File: src/rtl/serial_subtractor.sv
// Bit-serial subtractor: diff = a - b - bin, LSB first, one full-subtractor cell
// with a registered borrow; start/ready capture and valid/ack result handshake.
module serial_subtractor #(
  parameter int unsigned WIDTH = 4
) (
  input  logic             clk,
  input  logic             rst_n,
  input  logic             start,
  input  logic [WIDTH-1:0] a,
  input  logic [WIDTH-1:0] b,
  input  logic             bin,
  output logic             ready,
  output logic             valid,
  output logic [WIDTH-1:0] diff,
  output logic             bout,
  input  logic             ack
);

  localparam int unsigned CW = (WIDTH > 1) ? $clog2(WIDTH) : 1;
  localparam logic [CW-1:0] LAST = CW'(WIDTH - 1);

  typedef enum logic [1:0] {IDLE, RUN, DONE} state_t;

  state_t          state;
  logic [WIDTH-1:0] sa;
  logic [WIDTH-1:0] sb;
  logic            br;
  logic [CW-1:0]   cnt;
  logic            d;
  logic            br_nxt;

  always_comb begin
    d      = sa[0] ^ sb[0] ^ br;
    br_nxt = (~sa[0] & sb[0]) | (~sa[0] & br) | (sb[0] & br);
  end

  always_ff @(posedge clk or negedge rst_n) begin
    if (!rst_n) begin
      state <= IDLE;
      sa    <= '0;
      sb    <= '0;
      br    <= 1'b0;
      cnt   <= '0;
      diff  <= '0;
      bout  <= 1'b0;
    end else begin
      case (state)
        IDLE: begin
          if (start) begin
            sa    <= a;
            sb    <= b;
            br    <= bin;
            cnt   <= '0;
            state <= RUN;
          end
        end
        RUN: begin
          sa   <= sa >> 1;
          sb   <= sb >> 1;
          br   <= br_nxt;
          diff <= {d, diff[WIDTH-1:1]};
          cnt  <= cnt + CW'(1);
          if (cnt == LAST) begin
            bout  <= br_nxt;
            state <= DONE;
          end
        end
        DONE: begin
          if (ack) state <= IDLE;
        end
        default: state <= IDLE;
      endcase
    end
  end

  assign ready = (state == IDLE);
  assign valid = (state == DONE);

endmodule

File: config.mk
export PLATFORM = sky130hd
export DESIGN_NAME = serial_subtractor
export DESIGN_NICKNAME = d
export VERILOG_FILES = /design/src/rtl/serial_subtractor.sv
export SDC_FILE = /design/constraint.sdc
export NUM_CORES = 1
export LEC_CHECK = 0
export BUFFER_PORTS_ARGS = -buffer_cell sky130_fd_sc_hd__buf_2
export CAP_MARGIN = 40
export CORE_ASPECT_RATIO = 1.2
export CORE_UTILIZATION = 50
export DETAILED_ROUTE_END_ITERATION = 16
export GPL_ROUTABILITY_DRIVEN = 0
export PLACE_DENSITY = 0.75
export SLEW_MARGIN = 20
export SYNTH_ARGS = -nofsm -noshare
export SYNTH_HDL_FRONTEND = slang
export SYNTH_SLANG_ARGS = --single-unit
File: constraint.sdc
create_clock -name clk -period 2 [get_ports clk]
set_clock_uncertainty 0.2 [all_clocks]
set_input_delay 0.2 -clock clk [delete_from_list [all_inputs] [get_ports clk]]
set_output_delay 0.2 -clock clk [all_outputs]
set_load 0.01 [all_outputs]
==> results of run 1 <==
[per-stage QoR]
stage / setup WS, ns / instance area [µm²] / hold slack [ns]
after floorplan: 0.594 / 842 / -0.296
after global placement: 0.546 / 922 / -0.0555
after detailed placement: 0.499 / 922 / -0.0569
after CTS: 0.289 / 998 / 0.00603
after global routing: 0.197 / 998 / 0.0135
final: 0.300 / 998 / 0.00949
[state kept, by name, indices dropped and copies added, names as in the netlist]
name and count:
diff 4, state 2, cnt 2, sa 4, bout 1, sb 4
br 1
[power by group through the flow]
stage | Sequential [W] | Clock [W] | Combinational [W]
2_1_floorplan | 0.000659 | 0 | 0.000548
3_3_place_gp | 0.000694 | 0 | 0.000635
3_5_place_dp | 0.000703 | 0 | 0.000671
4_1_cts | 0.000694 | 0.000221 | 0.000682
5_1_grt | 0.000722 | 0.000236 | 0.000767
6_report | 0.000695 | 0.000221 | 0.000677
[worst max-delay path: stages, from the launching register on]
cell and delay, ns:
sky130_fd_sc_hd__dfrtp_1 0.53, sky130_fd_sc_hd__inv_1 0.22, sky130_fd_sc_hd__nor2_1 0.13, sky130_fd_sc_hd__buf_2 0.14
[cell families after synthesis]
| family | Yosys count | synth area share, % |
|---|---|---|
| AO/OA/AOI/OAI | 29 | 20.4 |
| adder cells (fa/ha/maj) | 2 | 3.86 |
| buffers and inverters | 9 | 6.09 |
| flip-flops | 18 | 53.5 |
| multiplexers | 1 | 1.78 |
| AND/OR/NAND/NOR | 24 | 14.4 |
[worst max-delay path by stage]
stage                                     from                to  slack (ns)  depth (start not counted)
after global placement    state[0]$_DFFE_PN0P_  bout$_DFFE_PN0P_        0.55                          3
after global routing      state[1]$_DFFE_PN0P_             valid        0.20                          3
after floorplan              sa[0]$_DFFE_PN0P_  bout$_DFFE_PN0P_        0.59                          3
final                     state[1]$_DFFE_PN0P_             valid        0.30                          3
after CTS                 state[1]$_DFFE_PN0P_             valid        0.29                          3
after detailed placement  state[0]$_DFFE_PN0P_  bout$_DFFE_PN0P_        0.50                          3
[cells in the final DEF, fill, tap and decap left out]
| cell | instances |
|---|---|
| sky130_fd_sc_hd__nor2_1 | 5 |
| sky130_fd_sc_hd__clkbuf_8 | 1 |
| sky130_fd_sc_hd__dfrtp_1 | 18 |
| sky130_fd_sc_hd__fa_1 | 1 |
| sky130_fd_sc_hd__nand3b_1 | 1 |
| sky130_fd_sc_hd__nand2_2 | 1 |
| sky130_fd_sc_hd__o221a_2 | 1 |
| sky130_fd_sc_hd__nand2b_1 | 1 |
| sky130_fd_sc_hd__nand2_1 | 13 |
| sky130_fd_sc_hd__o31ai_1 | 2 |
| sky130_fd_sc_hd__inv_1 | 4 |
| sky130_fd_sc_hd__a21oi_1 | 7 |
| sky130_fd_sc_hd__nor2b_4 | 1 |
| sky130_fd_sc_hd__o21ai_0 | 7 |
| sky130_fd_sc_hd__buf_2 | 19 |
| sky130_fd_sc_hd__o22ai_1 | 12 |
| sky130_fd_sc_hd__mux2_4 | 1 |
| sky130_fd_sc_hd__nor2b_1 | 1 |
| sky130_fd_sc_hd__ha_1 | 1 |
| sky130_fd_sc_hd__nand2b_4 | 1 |
| sky130_fd_sc_hd__dlygate4sd3_1 | 4 |
| sky130_fd_sc_hd__clkbuf_4 | 3 |
[routing by layer]
metal | GRT usage (%) | part of all wire, % | vias to the layer above | wire (µm)
li1 | - | - | 337 | -
met1 | 27.6 | 42 | 337 | 736
met2 | 39.0 | 53 | 20 | 931
met3 | 3.32 | 4.4 | 2 | 77
met4 | 10.3 | 1.3 | 0 | 23
met5 | 0 | 0 | - | 0
[final cells by class]
class                      count  area [µm²]  share of cell area [%]
multi-input combinational     56         340                    34.1
sequential                    18         450                    45.1
tap                           17        21.3                    2.13
inverter                       4        15.0                    1.50
timing repair buffer          23         135                    13.5
clock buffer                   4        36.3                    3.63
[what timing repair did]
| action | in CTS | in global routing |
|---|---|---|
| endpoints found under the hold margin | 21 | 0 |
| hold buffers | 4 | 0 |
| buffers inserted | 0 | 0 |
==> out/metrics.csv, run 1 <==
metric,value,unit
Worst setup EP type,primary output,
main flop type after synthesis,sky130_fd_sc_hd__dfrtp_1,
classification of the worst setup path,flop to primary output,
Port-buffer cells,19,
number of iterations in the first detailed-routing pass,4,
internal reg-to-reg setup slack,0.48,ns
required time reported for the critical path endpoint,1.60,ns
nets in the synthesized netlist,98,
routed length per instance,14.5,µm
pin count of the biggest net entering global routing,19,
post-synth top area share,53.5,%
total number of clock tree sinks,18,
design internal power,0.000955,W
area growth from synthesis to final layout,18.6,%
share of synthesized area occupied by flip-flops and latches,53.5,%
drt initial violations,26,
dominant cell type by area after synthesis,sky130_fd_sc_hd__dfrtp_1,
Skew-Pair Late Insertion Delay,0.29,ns
signal arrival time at the worst endpoint,1.30,ns
hold-critical path endpoint,sb[2]$_DFFE_PN0P_,
Clock Path Buffers,2,
Pwr Density,1600,mW/mm²
RSZ-0062 raised after global routing,false,
global-route wire length before repair,2770,µm
number of antenna violations at the first check in global routing,0,
library cell used as clock root buffer,sky130_fd_sc_hd__clkbuf_4,
global-route total usage across every layer,22.7,%
switching component of the power,0.000637,W
number of nets still failing antenna checks after routing,0,
clock transition time at the flip-flop clock pins of the worst setup and hold paths,0.11,ns
Worst-Margin Slew,0.397,ns
die height,47.0,µm
Netlist cell types,21,
relative max-transition margin,73.5,%
Inst Count DP,114,
utilization after layout,66.5,%
Reg power frac,43.6,%
portion of the clock cycle consumed by the worst path in the final layout,85.0,%
number of DRC violations after detailed routing,0,
Die Footprint,0.00185,mm²
top fanout value on the critical path,11,
mean cell area of the mapped netlist,10.1,µm²
FMAX,0.588,GHz
number of max-slew violations in the final report,0,
number of flops mapped to enable cells by yosys,0,
yosys synthesis warning count,0,
depth of the worst register-to-register path,3,
total of cells resized after clock tree synthesis,0,
Hold Path Depth,3,
reported max-cap violation count,0,
# nets final,121,
startpoint types,flop,
path category of the worst min-delay check,input port to flop,
Final Non-Filler Cells,122,
overall power after layout,0.00159,W
count of inserted antenna diode cells,0,
summed negative setup slack over all endpoints,0,ns
via count of the first global-routing pass,623,
number of flip-flops and latches in the synthesized netlist,18,
total of endpoints with negative setup slack in the final report,0,
top cells by area in the synthesized netlist,"sky130_fd_sc_hd__dfrtp_1 (53%), sky130_fd_sc_hd__o22ai_1 (8.9%), sky130_fd_sc_hd__nand2_1 (5.8%)",
Via density,5.70,
number of standard-cell rows in the floorplan,15,
Synth top cells by count,"sky130_fd_sc_hd__dfrtp_1 (18), sky130_fd_sc_hd__nand2_1 (13), sky130_fd_sc_hd__o22ai_1 (12)",
# fillers,135,
DIE WIDTH,39.5,µm
starting density of the core,56.1,%
number of H-tree levels,1,
most instantiated library cell after synthesis,sky130_fd_sc_hd__dfrtp_1,
post-synth design cell area,842,µm²
share of final-layout standard cells stronger than drive strength 1,26.7,%
worst reg2reg startpoint,state[0]$_DFFE_PN0P_,
detailed placement HPWL,1240,µm
number of I/O pins,20,
part of the total power dissipated in combinational logic,42.5,%
TritonCTS clock tree,done,
leakage component of the power,0.488,nW
post-detailed-routing wire length,1770,µm
switching power share of the total,40.0,%
CTS Buf Count,3,
worst voltage drop across the vdd grid,0.974,mV
overflow left after global routing,0,
startpoint of the lowest-slack hold path,b[2],
area of the core region,0.00150,mm²
post-layout minimum cycle time,1.70,ns
status,completed,
total via count in the routed design,696,
part of the total power dissipated in the clock network,13.9,%
async set or reset register ratio after synthesis,100,%
final-report hold violation count,0,
Reg-to-Reg End,bout$_DFFE_PN0P_,
count of mapped cells out of synthesis,83,
No activity file was read; power rests on OpenSTA's default activity.
==> inputs of run 2 (changes only) <==
BUFFER_PORTS_ARGS = -buffer_cell sky130_fd_sc_hd__buf_4   (was -buffer_cell sky130_fd_sc_hd__buf_2)
==> run 2 against run 1 <==
Net effect:
- register-to-register slack improved by 0.03 ns
- sequential power rose by 0.6%
- sequential cell count did not move
- combinational power rose by 5.6%
- power rose by 2.9%
- critical path depth did not move
- core utilization rose by 3.8 points
- first-iteration DRC count fell by 31%
- largest cell class unchanged
==> out/metrics.csv, run 2 (same netlist as run 1, synthesis figures left out) <==
metric,value,unit
final-report hold violation count,0,
pin count of the biggest net entering global routing,19,
Skew-Pair Late Insertion Delay,0.30,ns
startpoint types,flop,
switching component of the power,0.000645,W
routed length per instance,14.2,µm
# fillers,119,
critical path cell sequence,inv_1 -> nor2_1 -> buf_4,
number of I/O pins,20,
number of H-tree levels,1,
Port-buffer cells,19,
die height,47.0,µm
global-route wire length before repair,2850,µm
"commonest non-fill, non-tap cells in the layout","sky130_fd_sc_hd__buf_4 (19), sky130_fd_sc_hd__dfrtp_1 (18), sky130_fd_sc_hd__nand2_1 (13)",
overall power after layout,0.00164,W
total of endpoints with negative setup slack in the final report,0,
total via count in the routed design,703,
number of iterations in the first detailed-routing pass,4,
via count of the first global-routing pass,684,
FMAX,0.572,GHz
Worst setup EP type,primary output,
met1 Usage GRT,27.9,%
global-route total usage across every layer,23.2,%
summed negative setup slack over all endpoints,0,ns
Reg power frac,42.6,%
Pwr Density,1550,mW/mm²
number of max-slew violations in the final report,0,
post-detailed-routing wire length,1750,µm
part of the total power dissipated in the clock network,13.8,%
smallest setup slack after layout,0.252,ns
Via density,5.72,
number of buffers and inverters on the critical path,2,
count of inserted antenna diode cells,0,
number of antenna violations at the first check in global routing,0,
largest registers,"diff (4), sa (4), sb (4)",
Worst path slowest cell,sky130_fd_sc_hd__dfrtp_1,
total number of clock tree sinks,18,
met2 GRT Util,38.0,%
status,completed,
Clock Path Buffers,2,
# nets final,122,
design internal power,0.000994,W
leakage component of the power,0.506,nW
global routing usage on met3,4.27,%
TritonCTS clock tree,done,
number of nets still failing antenna checks after routing,0,
Inst Count DP,114,
number of standard-cell rows in the floorplan,15,
Min Hold Slack,0.00158,ns
reported max-cap violation count,0,
Final Non-Filler Cells,123,
clock transition time at the flip-flop clock pins of the worst setup and hold paths,0.10,ns
number of DRC violations after detailed routing,0,
cell family contributing the most delay on the critical path,flip-flops,
layer with the highest usage after global routing,met2,
CTS Buf Count,3,
portion of the clock cycle consumed by the worst path in the final layout,87.4,%
detailed placement HPWL,1230,µm
required time reported for the critical path endpoint,1.60,ns
classification of the worst setup path,flop to primary output,
area growth from synthesis to final layout,25.4,%
post-layout minimum cycle time,1.75,ns
"leading cell type in the layout, fill and taps excluded",sky130_fd_sc_hd__buf_4,
path category of the worst min-delay check,input port to flop,
part of the total power dissipated in combinational logic,43.6,%
library cell used as clock root buffer,sky130_fd_sc_hd__clkbuf_4,
largest incremental delay on the critical path,0.56,ns
relative max-transition margin,76.9,%
signal arrival time at the worst endpoint,1.35,ns
overflow left after global routing,0,
Die Footprint,0.00185,mm²
area of the core region,0.00150,mm²
RSZ-0062 raised after global routing,false,
DIE WIDTH,39.5,µm
worst voltage drop across the vdd grid,0.953,mV
worst setup slack before clock tree synthesis,0.521,ns
Worst-Margin Slew,0.346,ns
share of final-layout standard cells stronger than drive strength 1,26.4,%
drt initial violations,18,
switching power share of the total,39.3,%
total of cells resized after clock tree synthesis,0,
starting density of the core,56.1,%
top fanout value on the critical path,11,
## run 2: cell types whose count changed in the layout (fill, tap and decap cells not counted)
| cell | before | now |
|---|---|---|
| sky130_fd_sc_hd__buf_4 | 0 | 19 |
| sky130_fd_sc_hd__buf_2 | 19 | 0 |
| sky130_fd_sc_hd__dlygate4sd3_1 | 4 | 5 |
## run 2: worst paths after layout
kind	startpoint	to	slack, ns	cells past startpoint
worst max-delay path	state[1]$_DFFE_PN0P_	valid	0.25	3
worst min-delay path	b[2]	sb[2]$_DFFE_PN0P_	0.002	3
worst max register to register	state[0]$_DFFE_PN0P_	bout$_DFFE_PN0P_	0.51	3
worst min register to register	diff[0]$_DFFE_PN0N_	diff[0]$_DFFE_PN0N_	0.28	2
max in group asynchronous	rst_n	sa[2]$_DFFE_PN0P_	1.32	2
min in group asynchronous	rst_n	bout$_DFFE_PN0P_	0.09	2
## run 2: power groups by stage
stage	Combinational, W	Sequential, W	Clock [W]
3_5_place_dp	0.000703	0.000703	0
4_1_cts	0.000714	0.000696	0.000232
6_report	0.000715	0.000699	0.000226
5_1_grt	0.000799	0.000723	0.000249
2_1_floorplan	0.000548	0.000659	0
3_3_place_gp	0.000674	0.000700	0
## run 2: worst register-to-register path, delay by kind of cell (launching register included)
| family | cells | cell delay (ns) |
|---|---|---|
| DFF | 1 | 0.54 |
| and+or+nand+nor | 2 | 0.37 |
| muxes | 1 | 0.29 |
## run 2: final cells by class
class	count	area [µm²]	share of cell area (%)
flip-flops and latches	18	450	42.7
multi-input cells	56	340	32.2
repair buffers	24	193	18.2
clock buffers	4	36.3	3.44
well taps	17	21.3	2.01
inverters	4	15.0	1.42
## run 2: repair_timing
action                                 4_1_cts  5_1_grt
hold buffers                                 5        0
setup buffers                                0        0
endpoints found under the hold margin       22        0
setup endpoints to repair                    0        0
## run 2: stage by stage
stage                     cell area [µm²]  util, %
after floorplan                       842        -
after global placement                970     64.6
after detailed placement              970     64.6
after CTS                            1060     70.3
after global routing                 1060     70.3
final                                1060     70.3
## run 2: layer usage
metal	vias up	wire length, µm
met3	5	107
met5	-	0
li1	338	-
met2	26	861
met1	334	735
met4	0	46
==> inputs of run 3 (changes only) <==
==> constraint.sdc (replaced) <==
create_clock -name clk -period 2 [get_ports clk]
set_clock_uncertainty 0.2 [all_clocks]
set_input_delay 0.1 -clock clk [delete_from_list [all_inputs] [get_ports clk]]
set_output_delay 0.1 -clock clk [all_outputs]
set_load 0.01 [all_outputs]
==> run 3 against run 2 <==
Net effect:
- first-iteration DRC count is 44% higher
- combinational power grew 3.4%
- clock power barely moved
- routed wire length grew 9.8%
- register-to-register slack lost 0.04 ns
- design area is 7.6% higher
- core utilization up 5.3 points
- fmax is 6.8% higher
- die area is the same
- critical path depth stayed put
- via count is 4.6% higher
- power increased by 1.7%
- critical path type unchanged
==> out/metrics.csv, run 3 (same netlist as run 1, synthesis figures left out) <==
metric,value,unit
share of final-layout standard cells stronger than drive strength 1,24.6,%
startpoint of the lowest-slack hold path,diff[0]$_DFFE_PN0N_,
worst setup slack before clock tree synthesis,0.496,ns
number of I/O pins,20,
worst voltage drop across the vdd grid,0.844,mV
TritonCTS clock tree,done,
detailed placement HPWL,1250,µm
Worst setup EP type,primary output,
smallest setup slack after layout,0.364,ns
status,completed,
required time reported for the critical path endpoint,1.70,ns
routed length per instance,14.7,µm
"Design Area, Final",0.00114,mm²
CTS Buf Count,3,
number of H-tree levels,1,
number of standard-cell rows in the floorplan,15,
top fanout value on the critical path,11,
number of iterations in the first detailed-routing pass,4,
largest registers,"diff (4), sa (4), sb (4)",
clock transition time at the flip-flop clock pins of the worst setup and hold paths,0.10,ns
number of antenna violations at the first check in global routing,0,
overflow left after global routing,0,
RSZ-0062 raised after global routing,false,
FMAX,0.611,GHz
Port-buffer cells,19,
library cell used as clock root buffer,sky130_fd_sc_hd__clkbuf_4,
Pwr Density,1470,mW/mm²
Worst-Margin Slew,0.338,ns
relative max-transition margin,77.5,%
signal arrival time at the worst endpoint,1.34,ns
"leading cell type in the layout, fill and taps excluded",sky130_fd_sc_hd__buf_4,
DIE WIDTH,39.5,µm
Via density,5.61,
total number of clock tree sinks,18,
drt initial violations,26,
leakage component of the power,0.539,nW
post-layout minimum cycle time,1.64,ns
post-detailed-routing wire length,1920,µm
overall power after layout,0.00167,W
pin count of the biggest net entering global routing,14,
global-route wire length before repair,3060,µm
total via count in the routed design,735,
total of cells resized after clock tree synthesis,0,
Skew-Pair Late Insertion Delay,0.30,ns
number of nets still failing antenna checks after routing,0,
path category of the worst min-delay check,flop to flop,
portion of the clock cycle consumed by the worst path in the final layout,81.8,%
total of endpoints with negative setup slack in the final report,0,
summed negative setup slack over all endpoints,0,ns
startpoint types,flop,
# nets final,130,
starting density of the core,56.1,%
Clock Path Buffers,2,
area of the core region,0.00150,mm²
worst reg2reg startpoint,state[0]$_DFFE_PN0P_,
"commonest non-fill, non-tap cells in the layout","sky130_fd_sc_hd__buf_4 (19), sky130_fd_sc_hd__dfrtp_1 (18), sky130_fd_sc_hd__nand2_1 (13), sky130_fd_sc_hd__dlygate4sd3_1 (13), sky130_fd_sc_hd__o22ai_1 (12)",
global-route total usage across every layer,25.6,%
cell area reported after detailed placement,970,µm²
number of max-slew violations in the final report,0,
die height,47.0,µm
count of inserted antenna diode cells,0,
internal reg-to-reg setup slack,0.47,ns
area growth from synthesis to final layout,34.9,%
final-report hold violation count,0,
reported max-cap violation count,0,
Die Footprint,0.00185,mm²
Critical path origin,state[1]$_DFFE_PN0P_,
number of DRC violations after detailed routing,0,
via count of the first global-routing pass,681,
classification of the worst setup path,flop to primary output,
## run 3: changes by cell type in the layout (fill, tap and decap cells not counted)
cell	before	now
sky130_fd_sc_hd__dlygate4sd3_1	5	13
## run 3: metal layers
layer	share of wire, %	GRT usage [%]	vias to the layer above
li1	-	-	352
met1	43	31.8	356
met2	50	42.0	23
met3	4.3	4.27	4
met4	2.4	14.5	0
met5	0	0	-
## run 3: power breakdown
| part | internal, W | switching, W |
|---|---|---|
| registers | 0.000539 | 0.000163 |
| logic | 0.000353 | 0.000385 |
| clock network | 0.000111 | 0.000116 |
## run 3: cell type report
class	instances	area, µm²
sequential	18	450
tap	17	21.3
clock buffer	4	36.3
timing repair buffer	32	273
inverter	4	15.0
multi-input combinational	56	340
fill	111	365
## run 3: final timing paths
| kind | endpoint | cells after the start |
|---|---|---|
| worst max-delay path | valid | 3 |
| worst min-delay path | diff[0]$_DFFE_PN0N_ | 2 |
| worst max register to register | bout$_DFFE_PN0P_ | 3 |
| worst min register to register | diff[0]$_DFFE_PN0N_ | 2 |
| max in group asynchronous | cnt[0]$_DFFE_PN0P_ | 3 |
| min in group asynchronous | sa[1]$_DFFE_PN0P_ | 3 |
## run 3: stage by stage
step / utilization (%) / hold WS, ns / instances
6_report: 75.7 / 0.296 / 131
2_1_floorplan: - / -0.396 / 83
4_1_cts: 76.3 / 0.299 / 132
3_3_place_gp: 64.6 / -0.223 / 114
3_5_place_dp: 64.6 / -0.223 / 114
5_1_grt: 75.7 / 0.328 / 131
## run 3: worst max-delay path: stages, from the launching register on
cell and delay [ns]:
sky130_fd_sc_hd__dfrtp_1 0.55, sky130_fd_sc_hd__inv_1 0.23, sky130_fd_sc_hd__nor2_1 0.13, sky130_fd_sc_hd__buf_4 0.13
## run 3: what timing repair did
| item | CTS | global route |
|---|---|---|
| setup buffers | 0 | 0 |
| endpoints found under the hold margin | 29 | 0 |
| hold buffers | 14 | 0 |
| endpoints found under the setup margin | 0 | 10 |
